**config.mk**
```make
export PLATFORM = sky130hd
export DESIGN_NAME = apb4_regfile_slave
export DESIGN_NICKNAME = d
export VERILOG_FILES = /design/src/rtl/apb_pkg.sv /design/src/rtl/apb4_strobe_reg.sv /design/src/rtl/apb4_regfile_slave.sv
export SDC_FILE = /design/constraint.sdc
export NUM_CORES = 1
export LEC_CHECK = 0
export ABC_AREA = 1
export ABC_CLOCK_PERIOD_IN_PS = 5600
export BUFFER_PORTS_ARGS = -buffer_cell sky130_fd_sc_hd__buf_2
export CAP_MARGIN = 10
export CORE_ASPECT_RATIO = 0.75
export CORE_MARGIN = 10
export CORE_UTILIZATION = 34
export DETAILED_ROUTE_END_ITERATION = 16
export RECOVER_POWER = 100
export SYNTH_ARGS = -nofsm -noshare
export SYNTH_HDL_FRONTEND = slang
export SYNTH_HIERARCHICAL = 1
export SYNTH_SLANG_ARGS = --single-unit
```
**constraint.sdc**
```tcl
create_clock -name PCLK -period 5.6 [get_ports PCLK]
set_input_delay 0.56 -clock PCLK [delete_from_list [all_inputs] [get_ports PCLK]]
set_output_delay 0.56 -clock PCLK [all_outputs]
set_load 0.1 [all_outputs]
```
**src/rtl/apb_pkg.sv**
```systemverilog
// Shared types and helpers for the APB4 register file slave.
package apb_pkg;

    typedef enum logic {IDLE, ACCESS} apb_state_t;

    localparam int APB_WAIT_MAX = 15;
    localparam int APB_CNT_W    = $clog2(APB_WAIT_MAX + 1);

    function automatic int addr_lsb(input int n_bit_data);
        return $clog2(n_bit_data / 8);
    endfunction

    // Expands up to 8 byte strobes into a 64-bit lane mask; callers truncate.
    function automatic logic [63:0] strb_mask(input logic [7:0] strb);
        logic [63:0] m;
        m = '0;
        for (int b = 0; b < 8; b++) begin
            m[b*8 +: 8] = {8{strb[b]}};
        end
        return m;
    endfunction

endpackage

```
**src/rtl/apb4_strobe_reg.sv**
```systemverilog
// One register of the bank: byte-lane masked write, or continuous hardware load when read-only.
module apb4_strobe_reg
    import apb_pkg::*;
#(
    parameter int                    N_BIT_DATA  = 32,
    parameter bit                    READ_ONLY   = 1'b0,
    parameter logic [N_BIT_DATA-1:0] RESET_VALUE = '0
)(
    input  logic                  i_clk,
    input  logic                  i_rst,
    input  logic                  i_we,
    input  logic [N_BIT_DATA-1:0] i_mask,
    input  logic [N_BIT_DATA-1:0] i_wdata,
    input  logic [N_BIT_DATA-1:0] i_hw,
    output logic [N_BIT_DATA-1:0] o_q
);

    logic [N_BIT_DATA-1:0] r_q;

    always_ff @(posedge i_clk) begin
        if (i_rst) begin
            r_q <= READ_ONLY ? '0 : RESET_VALUE;
        end else if (READ_ONLY) begin
            r_q <= i_hw;
        end else if (i_we) begin
            r_q <= (r_q & ~i_mask) | (i_wdata & i_mask);
        end
    end

    assign o_q = r_q;

endmodule

```
**src/rtl/apb4_regfile_slave.sv**
```systemverilog
// APB4 register file slave with byte strobes, programmable wait states, PSLVERR and read-only status registers.
module apb4_regfile_slave
    import apb_pkg::*;
#(
    parameter int                    N_BIT_DATA    = 32,
    parameter int                    N_BIT_ADDRESS = 8,
    parameter int                    N_REGS        = 8,
    parameter int                    WAIT_STATES   = 0,
    parameter logic [N_REGS-1:0]     RO_MASK       = '0,
    parameter logic [N_BIT_DATA-1:0] RESET_VALUE   = '0
)(
    input  logic                         PCLK,
    input  logic                         PRESET,
    input  logic                         PSEL,
    input  logic                         PENABLE,
    input  logic                         PWRITE,
    input  logic [N_BIT_ADDRESS-1:0]     PADDR,
    input  logic [N_BIT_DATA-1:0]        PWDATA,
    input  logic [N_BIT_DATA/8-1:0]      PSTRB,
    input  logic [2:0]                   PPROT,
    output logic [N_BIT_DATA-1:0]        PRDATA,
    output logic                         PREADY,
    output logic                         PSLVERR,
    input  logic [N_REGS*N_BIT_DATA-1:0] hw_status,
    output logic [N_REGS*N_BIT_DATA-1:0] reg_q
);

    localparam int                       ADDR_LSB   = addr_lsb(N_BIT_DATA);
    localparam logic [N_BIT_ADDRESS-1:0] ALIGN_MASK = N_BIT_ADDRESS'((1 << ADDR_LSB) - 1);

    apb_state_t                r_state, w_next_state;
    logic [APB_CNT_W-1:0]      r_cnt, w_cnt_next;
    logic                      w_capture;
    logic                      w_ready;

    logic [N_BIT_ADDRESS-1:0]  r_addr;
    logic                      r_write;
    logic [N_BIT_DATA-1:0]     r_wdata;
    logic [N_BIT_DATA/8-1:0]   r_strb;
    logic [2:0]                r_pprot_unused;

    logic [N_BIT_ADDRESS-1:0]  w_index;
    logic                      w_hit;
    logic                      w_ro;
    logic                      w_err;
    logic                      w_we;
    logic [N_BIT_DATA-1:0]     w_rdata;
    logic [N_BIT_DATA-1:0]     w_mask;

    always_ff @(posedge PCLK) begin
        if (PRESET) begin
            r_state <= IDLE;
            r_cnt   <= '0;
        end else begin
            r_state <= w_next_state;
            r_cnt   <= w_cnt_next;
        end
    end

    // Transfer attributes are frozen at setup; bus changes during ACCESS have no effect.
    always_ff @(posedge PCLK) begin
        if (w_capture) begin
            r_addr         <= PADDR;
            r_write        <= PWRITE;
            r_wdata        <= PWDATA;
            r_strb         <= PSTRB;
            r_pprot_unused <= PPROT;
        end
    end

    always_comb begin
        w_next_state = r_state;
        w_cnt_next   = r_cnt;
        w_capture    = 1'b0;
        w_ready      = 1'b0;
        case (r_state)
            IDLE: begin
                if (PSEL && !PENABLE) begin
                    w_capture    = 1'b1;
                    w_cnt_next   = APB_CNT_W'(WAIT_STATES);
                    w_next_state = ACCESS;
                end
            end
            ACCESS: begin
                if (!PSEL) begin
                    w_next_state = IDLE;
                end else if (r_cnt != '0) begin
                    w_cnt_next = r_cnt - 1'b1;
                end else begin
                    w_ready      = 1'b1;
                    w_next_state = IDLE;
                end
            end
            default: w_next_state = IDLE;
        endcase
    end

    assign w_index = r_addr >> ADDR_LSB;

    always_comb begin
        w_hit   = 1'b0;
        w_ro    = 1'b0;
        w_rdata = '0;
        for (int i = 0; i < N_REGS; i++) begin
            if (w_index == N_BIT_ADDRESS'(i)) begin
                w_hit   = 1'b1;
                w_ro    = RO_MASK[i];
                w_rdata = reg_q[i*N_BIT_DATA +: N_BIT_DATA];
            end
        end
    end

    assign w_err  = (|(r_addr & ALIGN_MASK)) | !w_hit | (r_write & w_ro);
    assign w_we   = w_ready & r_write & !w_err;
    assign w_mask = N_BIT_DATA'(strb_mask(8'(r_strb)));

    assign PREADY  = w_ready;
    assign PSLVERR = w_ready & w_err;
    assign PRDATA  = (w_ready && !w_err) ? w_rdata : '0;

    for (genvar i = 0; i < N_REGS; i++) begin : g_reg
        apb4_strobe_reg #(
            .N_BIT_DATA  (N_BIT_DATA),
            .READ_ONLY   (RO_MASK[i]),
            .RESET_VALUE (RESET_VALUE)
        ) u_reg (
            .i_clk   (PCLK),
            .i_rst   (PRESET),
            .i_we    (w_we && (w_index == N_BIT_ADDRESS'(i))),
            .i_mask  (w_mask),
            .i_wdata (r_wdata),
            .i_hw    (hw_status[i*N_BIT_DATA +: N_BIT_DATA]),
            .o_q     (reg_q[i*N_BIT_DATA +: N_BIT_DATA])
        );
    end

endmodule

```
== Word level (Yosys, flattened, before mapping) ==
Index checks and enable logic that the tools add are counted.
Storage, ports and cells
  output and inout bits: 290
  flip-flop bits (word level): 306
Cells by class
  $add $sub $neg: 1
  bitwise logic cells: 23
  muxes and demuxes: 29
  reductions and logical operators: 17
  equal/unequal tests: 10
Operator list (number)
  AND 32 bit: 9
  two-way mux 32 bit: 9
  OR 32 bit: 8
  inverter 32 bit: 1
  == test 6 x 3 -> 1 bit, second input constant: 4
  two-way mux 1 bit: 15
  == test 6 x 2 -> 1 bit, second input constant: 2
  two-way mux 4 bit: 3
  logical AND 1 bit: 10
  logical NOT 8 bit: 1
  one-hot mux 4 bit (2 select lines): 1
  == test 6 x 1 -> 1 bit, second input constant: 1
  != test 2 bit, second input constant: 2
  nonzero test 4 bit: 1
  subtractor 4 x 1 -> 4 bit, second input constant: 1
  AND 1 bit: 3
  logical NOT 1 bit: 3
  AND reduction 3 bit: 1
  != test 2 x 1 -> 1 bit, second input constant: 1
  one-hot mux 1 bit (2 select lines): 1
  OR reduction 2 bit: 1
  inverter 1 bit: 1
  OR 1 bit: 1

== Depth between registers and ports, before layout ==
  depth after elaboration: 14
  gate-level depth with buffers: 13
  depth with buffers taken out: 12

== By module ==
The synthesis kept the hierarchy.
By module, submodules not included
  apb4_strobe_reg: seq. area each 640.6 µm², cells each 231, area each 1440.1 µm², instances 8
  apb4_regfile_slave: seq. area each 1451.4 µm², cells each 566, area each 3912.5 µm², instances 1

== Worst setup path after synthesis ==
OpenSTA, ideal clock, no wires.
  kind: in2reg
  from: in PSEL
  to: reg r_cnt[2]
  path slack: 0.929 ns
  stages on the path: 7
  data arrival time: 4.550 ns
  library setup time: 0.121 ns
  data required time: 5.479 ns
  cell sequence: inv_1 nor3_1 inv_1 nand2_1 nand2_1 nor2_1 nor3_1
Between the ends
  word-level cells in the longest chain between the ends: 3
RTL lines
  from (decl): RTL line apb4_regfile_slave.sv:14  | input logic PSEL,
  logical AND 1 bit: RTL line apb4_regfile_slave.sv:78  | if (PSEL && !PENABLE) begin
  != test 2 bit (no source line)
  AND reduction 3 bit (no source line) *
  to (signal assigned): RTL line apb4_regfile_slave.sv:56  | r_cnt <= w_cnt_next;
  to (decl): RTL line apb4_regfile_slave.sv:32  | logic [APB_CNT_W-1:0] r_cnt, w_cnt_next;
Mark *: on every way between the ends. The rest lies on a longest branch, timed or not.
A chain may end at the register's enable or synchronous reset.

== Worst setup path in the final report ==
  from: reg r_cnt[0]
  to: out PRDATA[31]
Between the ends
  word-level cells in the longest chain between the ends: 6
RTL lines
  nonzero test 4 bit: RTL line apb4_regfile_slave.sv:87  | end else if (r_cnt != '0) begin
  two-way mux 1 bit: RTL line apb4_regfile_slave.sv:87
  two-way mux 1 bit: RTL line apb4_regfile_slave.sv:85  | if (!PSEL) begin
  two-way mux 1 bit: RTL line apb4_regfile_slave.sv:76  | case (r_state)
  logical AND 1 bit: RTL line apb4_regfile_slave.sv:119  | assign PRDATA = (w_ready && !w_err) ? w_rdata : '0;
  two-way mux 32 bit: RTL line apb4_regfile_slave.sv:119
  to (decl): RTL line apb4_regfile_slave.sv:21  | output logic [N_BIT_DATA-1:0] PRDATA,
Every way passes these cells.

==> results by stage <==
Status:
- The run finished, with violations left.
- The final reports fail on capacitance limit, slew limit.

Route:
- The count of nets left with antenna violations after detail routing is 0.
- The number of detailed-route iterations in the first pass is 5.
- Using the TritonRoute via totals, the vias-per-cell ratio works out to about 4.9.
- The post-detailed-route wirelength per cell is 20.2 microns.
- The number of remaining DRC errors is 0.
- For this block, the routed nets add up to a little under 70000 microns of wire.
- The DRC marker count from the first detailed-route iteration is ~1500.
- The number of vias after detailed routing is ~16000.

CTS:
- The post-CTS setup-driven buffer insertion count is 0.
- CTS built an H-tree with a depth of 2.
- The root buffer cell is sky130_fd_sc_hd__clkbuf_16.
- The clock tree from TritonCTS is built.
- The clock-pin slew on the worst setup and hold paths is 0.06 ns.
- The CTS sink count is 306.
- Clock latency on the worst-skew pair, taken at its later pin, is 0.54 ns.
- The number of buffers inserted during clock tree synthesis is 35.
- Buffers inserted to repair hold after CTS numbered 0.
- Post-CTS repair changed the size of 0 cells.
- The longest clock path from root to sink contains 3 buffers.

Placed design:
- Once placement finished, the instance area stood at about 17000 sq um.
- The count of input and output buffers is ~340.
- The routability congestion estimate from global placement is between 0.8 and 0.9.
- The placed wire-length estimate is roughly 46000 microns.
- The worst slack after detailed placement is roughly 1.9 ns.

Floorplanning:
- Once the floorplan was initialized, standard cells occupied between 30% and 40% of the core.
- The core region is 44800 sq um.
- Row generation in the floorplan step produced 67 rows.
- The vertical extent of the die is 205 microns.
- The die boundary width is 266 microns.
- The die covers 54400 sq um.
- The number of placed I/O pins is about 600.

Run:
- Across the run, the number of max-cap violations was 3.

Timing:
- For this run, the top clock speed supported by timing is between 0.2 and 0.25 GHz.
- The transition time of the tightest slew-check pin is about 3.7 ns.
- Setup violations remaining at the end of the flow were counted as 0.
- Across all setup checks in the final design, the least slack found is approximately 0.81 ns.
- The post-route fraction of the period consumed by the critical path is 85.5%.
- Clock skew on the completed layout was measured at around 0.025 ns.
- Setup repair after global routing left no endpoint under its margin.
- The final critical-path required period is between 4 and 5 ns.
- The count of final max-slew check failures is 65.
- The worst hold margin is 0.194 ns.
- The total negative setup slack is 0 ns.
- The count of endpoints failing hold in the final timing report came to 0.
- The worst pin sits at a relative slew slack of -145%.

Setup path:
- The path type of the worst setup path is reg2out.
- The startpoint of the most critical register-to-register path is r_cnt[0].
- The endpoint class of the critical path is a primary output.
- Data on the critical path arrives at its endpoint at ~4.2 ns.
- Of all nets on the critical path, the largest fanout is 17.
- The critical path goes through inv_1, ha_1, nand3_1, nor3_1, nand2_2, clkbuf_1, clkinvlp_2, buf_4, o21ai_0, a21oi_1, clkbuf_1.
- The required time at the endpoint of the critical path is a little over 5 ns.
- In this run the worst setup path terminates at PRDATA[31].
- The most frequent cell on the critical path is sky130_fd_sc_hd__clkbuf_1.
- The cell depth of the worst flop-to-flop path is 14.
- The biggest cell delay along the critical path is 0.95 ns.
- The slowest stage of the critical path is the sky130_fd_sc_hd__clkbuf_1 cell.
- In this run the worst setup path begins at r_cnt[0].
- The setup slack of the worst register-to-register path is roughly 0.95 ns.
- The startpoint class of the critical path is a register.

Cells and area:
- The top cell types in the final layout, fill and taps aside, are sky130_fd_sc_hd__nand2_1, sky130_fd_sc_hd__nor2_1, sky130_fd_sc_hd__clkbuf_1, sky130_fd_sc_hd__inv_1, sky130_fd_sc_hd__dfxtp_1.
- The post-route cell area is roughly 18000 sq um.
- The multi-input combinational cells in the finished layout cover a total of between 6000 and 7000 sq um.
- The post-route netlist has 6.05% of its cells at a drive strength greater than 1.
- The sequential cell area is ~6600 sq um.
- The number of fill cells in the layout is approximately 4800.
- The commonest non-fill, non-tap cell in the layout is sky130_fd_sc_hd__nand2_1.
- The layout overhead on the synthesized area is 16.9%.
- The layout net count is between 3000 and 4000.
- The antenna diode instance count is 0.

Power and ir drop:
- The share of total power dissipated in combinational logic is ~3.0%.
- For this design the total switching power over the nets is 0.00114 W.
- The sequential cell fraction of total power is approximately 48%.
- Power spread over the standard cell area amounts to 264 nW/um^2.
- The clock network burns about half of the power.
- The worst vdd rail ir drop is between 0.00015 and 0.0002 V.
- In this run the static leakage power is approximately 8.6 nW.
- In this run switching power makes up 23.8% of total power.
- Internal power comes to around 0.0036 W.

Yosys:
- The average instance in the mapped netlist occupies 6.39 sq um.
- Summing every instance area after synthesis gives between 15000 and 20000 sq um.
- The total nets after synthesis is 2724.
- The count of distinct cell types in the synthesized netlist is 32.
- Of the synthesized area, sequential elements account for between 40% and 50%.
- The Yosys step of the flow raised 6 warnings.
- The total of flip-flops plus latches after synthesis is ~300.
- The cell count after synthesis came out at 2414.

Min path:
- The path type of the worst min-delay path is in2reg.
- The count of cells along the worst hold path is 1.

Global routing:
- The largest net degree at the start of global routing is 65.
- The via count of the first global-routing pass was between 15000 and 20000.
- The leftover overflow at the end of global routing is 0.
- The initial antenna violation count was 2.
- For this run, the total global-route usage over all layers was measured as 23.9%.
- The first-pass GRT wire length is 98200 microns.
==> metrics by stage <==
stage          power, W  util [%]  std cells
2_1_floorplan   0.00240         -       2414
3_3_place_gp    0.00247      38.7       3285
3_5_place_dp    0.00247      38.7       3285
4_1_cts         0.00481      41.2       3348
5_1_grt         0.00490      40.3       3348
6_report        0.00477      40.3       3348
==> power by group through the flow <==
| stage | Combinational, W | Sequential [W] | Clock, W |
|---|---|---|---|
| after floorplan | 0.0000726 | 0.00233 | 0 |
| after global placement | 0.000141 | 0.00233 | 0 |
| after detailed placement | 0.000144 | 0.00233 | 0 |
| after CTS | 0.000144 | 0.00228 | 0.00239 |
| after global routing | 0.000151 | 0.00228 | 0.00247 |
| final | 0.000142 | 0.00228 | 0.00234 |
==> synth_stat cells (all sizes together) <==
cell type / number / area [sq um]
nor3: 7 / 62.6
or2: 18 / 113
a21oi: 96 / 499
o22ai: 1 / 6.26
nor4: 2 / 27.5
o21ai: 17 / 85.1
dfxtp: 261 / 5230
edfxtp: 45 / 1350
ha: 2 / 25.0
clkinv: 1 / 5.00
buf: 54 / 472
nand3: 39 / 205
nand4: 16 / 100
nand2: 955 / 3590
nor2: 571 / 2190
inv: 305 / 1150
clkbuf: 24 / 330
==> logic make-up (layout without fill, tap and decap cells) <==
kind of cell / after synthesis / after routing / share of synthesized area [%]
AND/OR/NAND/NOR: 1608 / 1608 / 40.7
buffers and inverters: 384 / 732 / 12.7
AO/OA/AOI/OAI: 114 / 114 / 3.83
adder cells (fa/ha/maj): 2 / 2 / 0.162
flip-flops: 306 / 306 / 42.6
==> how the worst min path moves through the flow <==
stage	start	endpoint	slack (ns)
after detailed placement	r_cnt[0]	r_cnt[0]	0.46
after global placement	r_cnt[0]	r_cnt[0]	0.44
after CTS	PWDATA[17]	r_wdata[17]	0.18
after global routing	PWDATA[23]	r_wdata[23]	0.18
final	PWDATA[17]	r_wdata[17]	0.19
after floorplan	r_cnt[0]	r_cnt[0]	0.43
==> metal layers <==
layer / share of wire [%] / routed length [microns] / global-route usage [%] / vias up
li1: - / - / - / 7850
met1: 44 / 29600 / 31.9 / 7557
met2: 41 / 27800 / 35.4 / 816
met3: 13 / 8890 / 9.55 / 95
met4: 2.0 / 1380 / 5.60 / 0
met5: 0 / 0 / 0 / -
==> worst max-delay path, delay by kind of cell (launching register included) <==
kind | cells | cell delay [ns]
AND/OR/NAND/NOR | 3 | 0.49
flip-flops | 1 | 0.32
adder cells (fa/ha/maj) | 1 | 0.15
AO/OA/AOI/OAI | 2 | 0.30
buffers and inverters | 5 | 2.42
==> final cells by class <==
type	count	area share, %
tap	586	4.06
clock buffer	53	5.69
clock inverter	10	0.645
timing repair buffer	363	8.30
multi-input combinational	1724	38.5
inverter	306	6.39
sequential	306	36.5
Note: power is estimated with default switching activity, not from simulation.
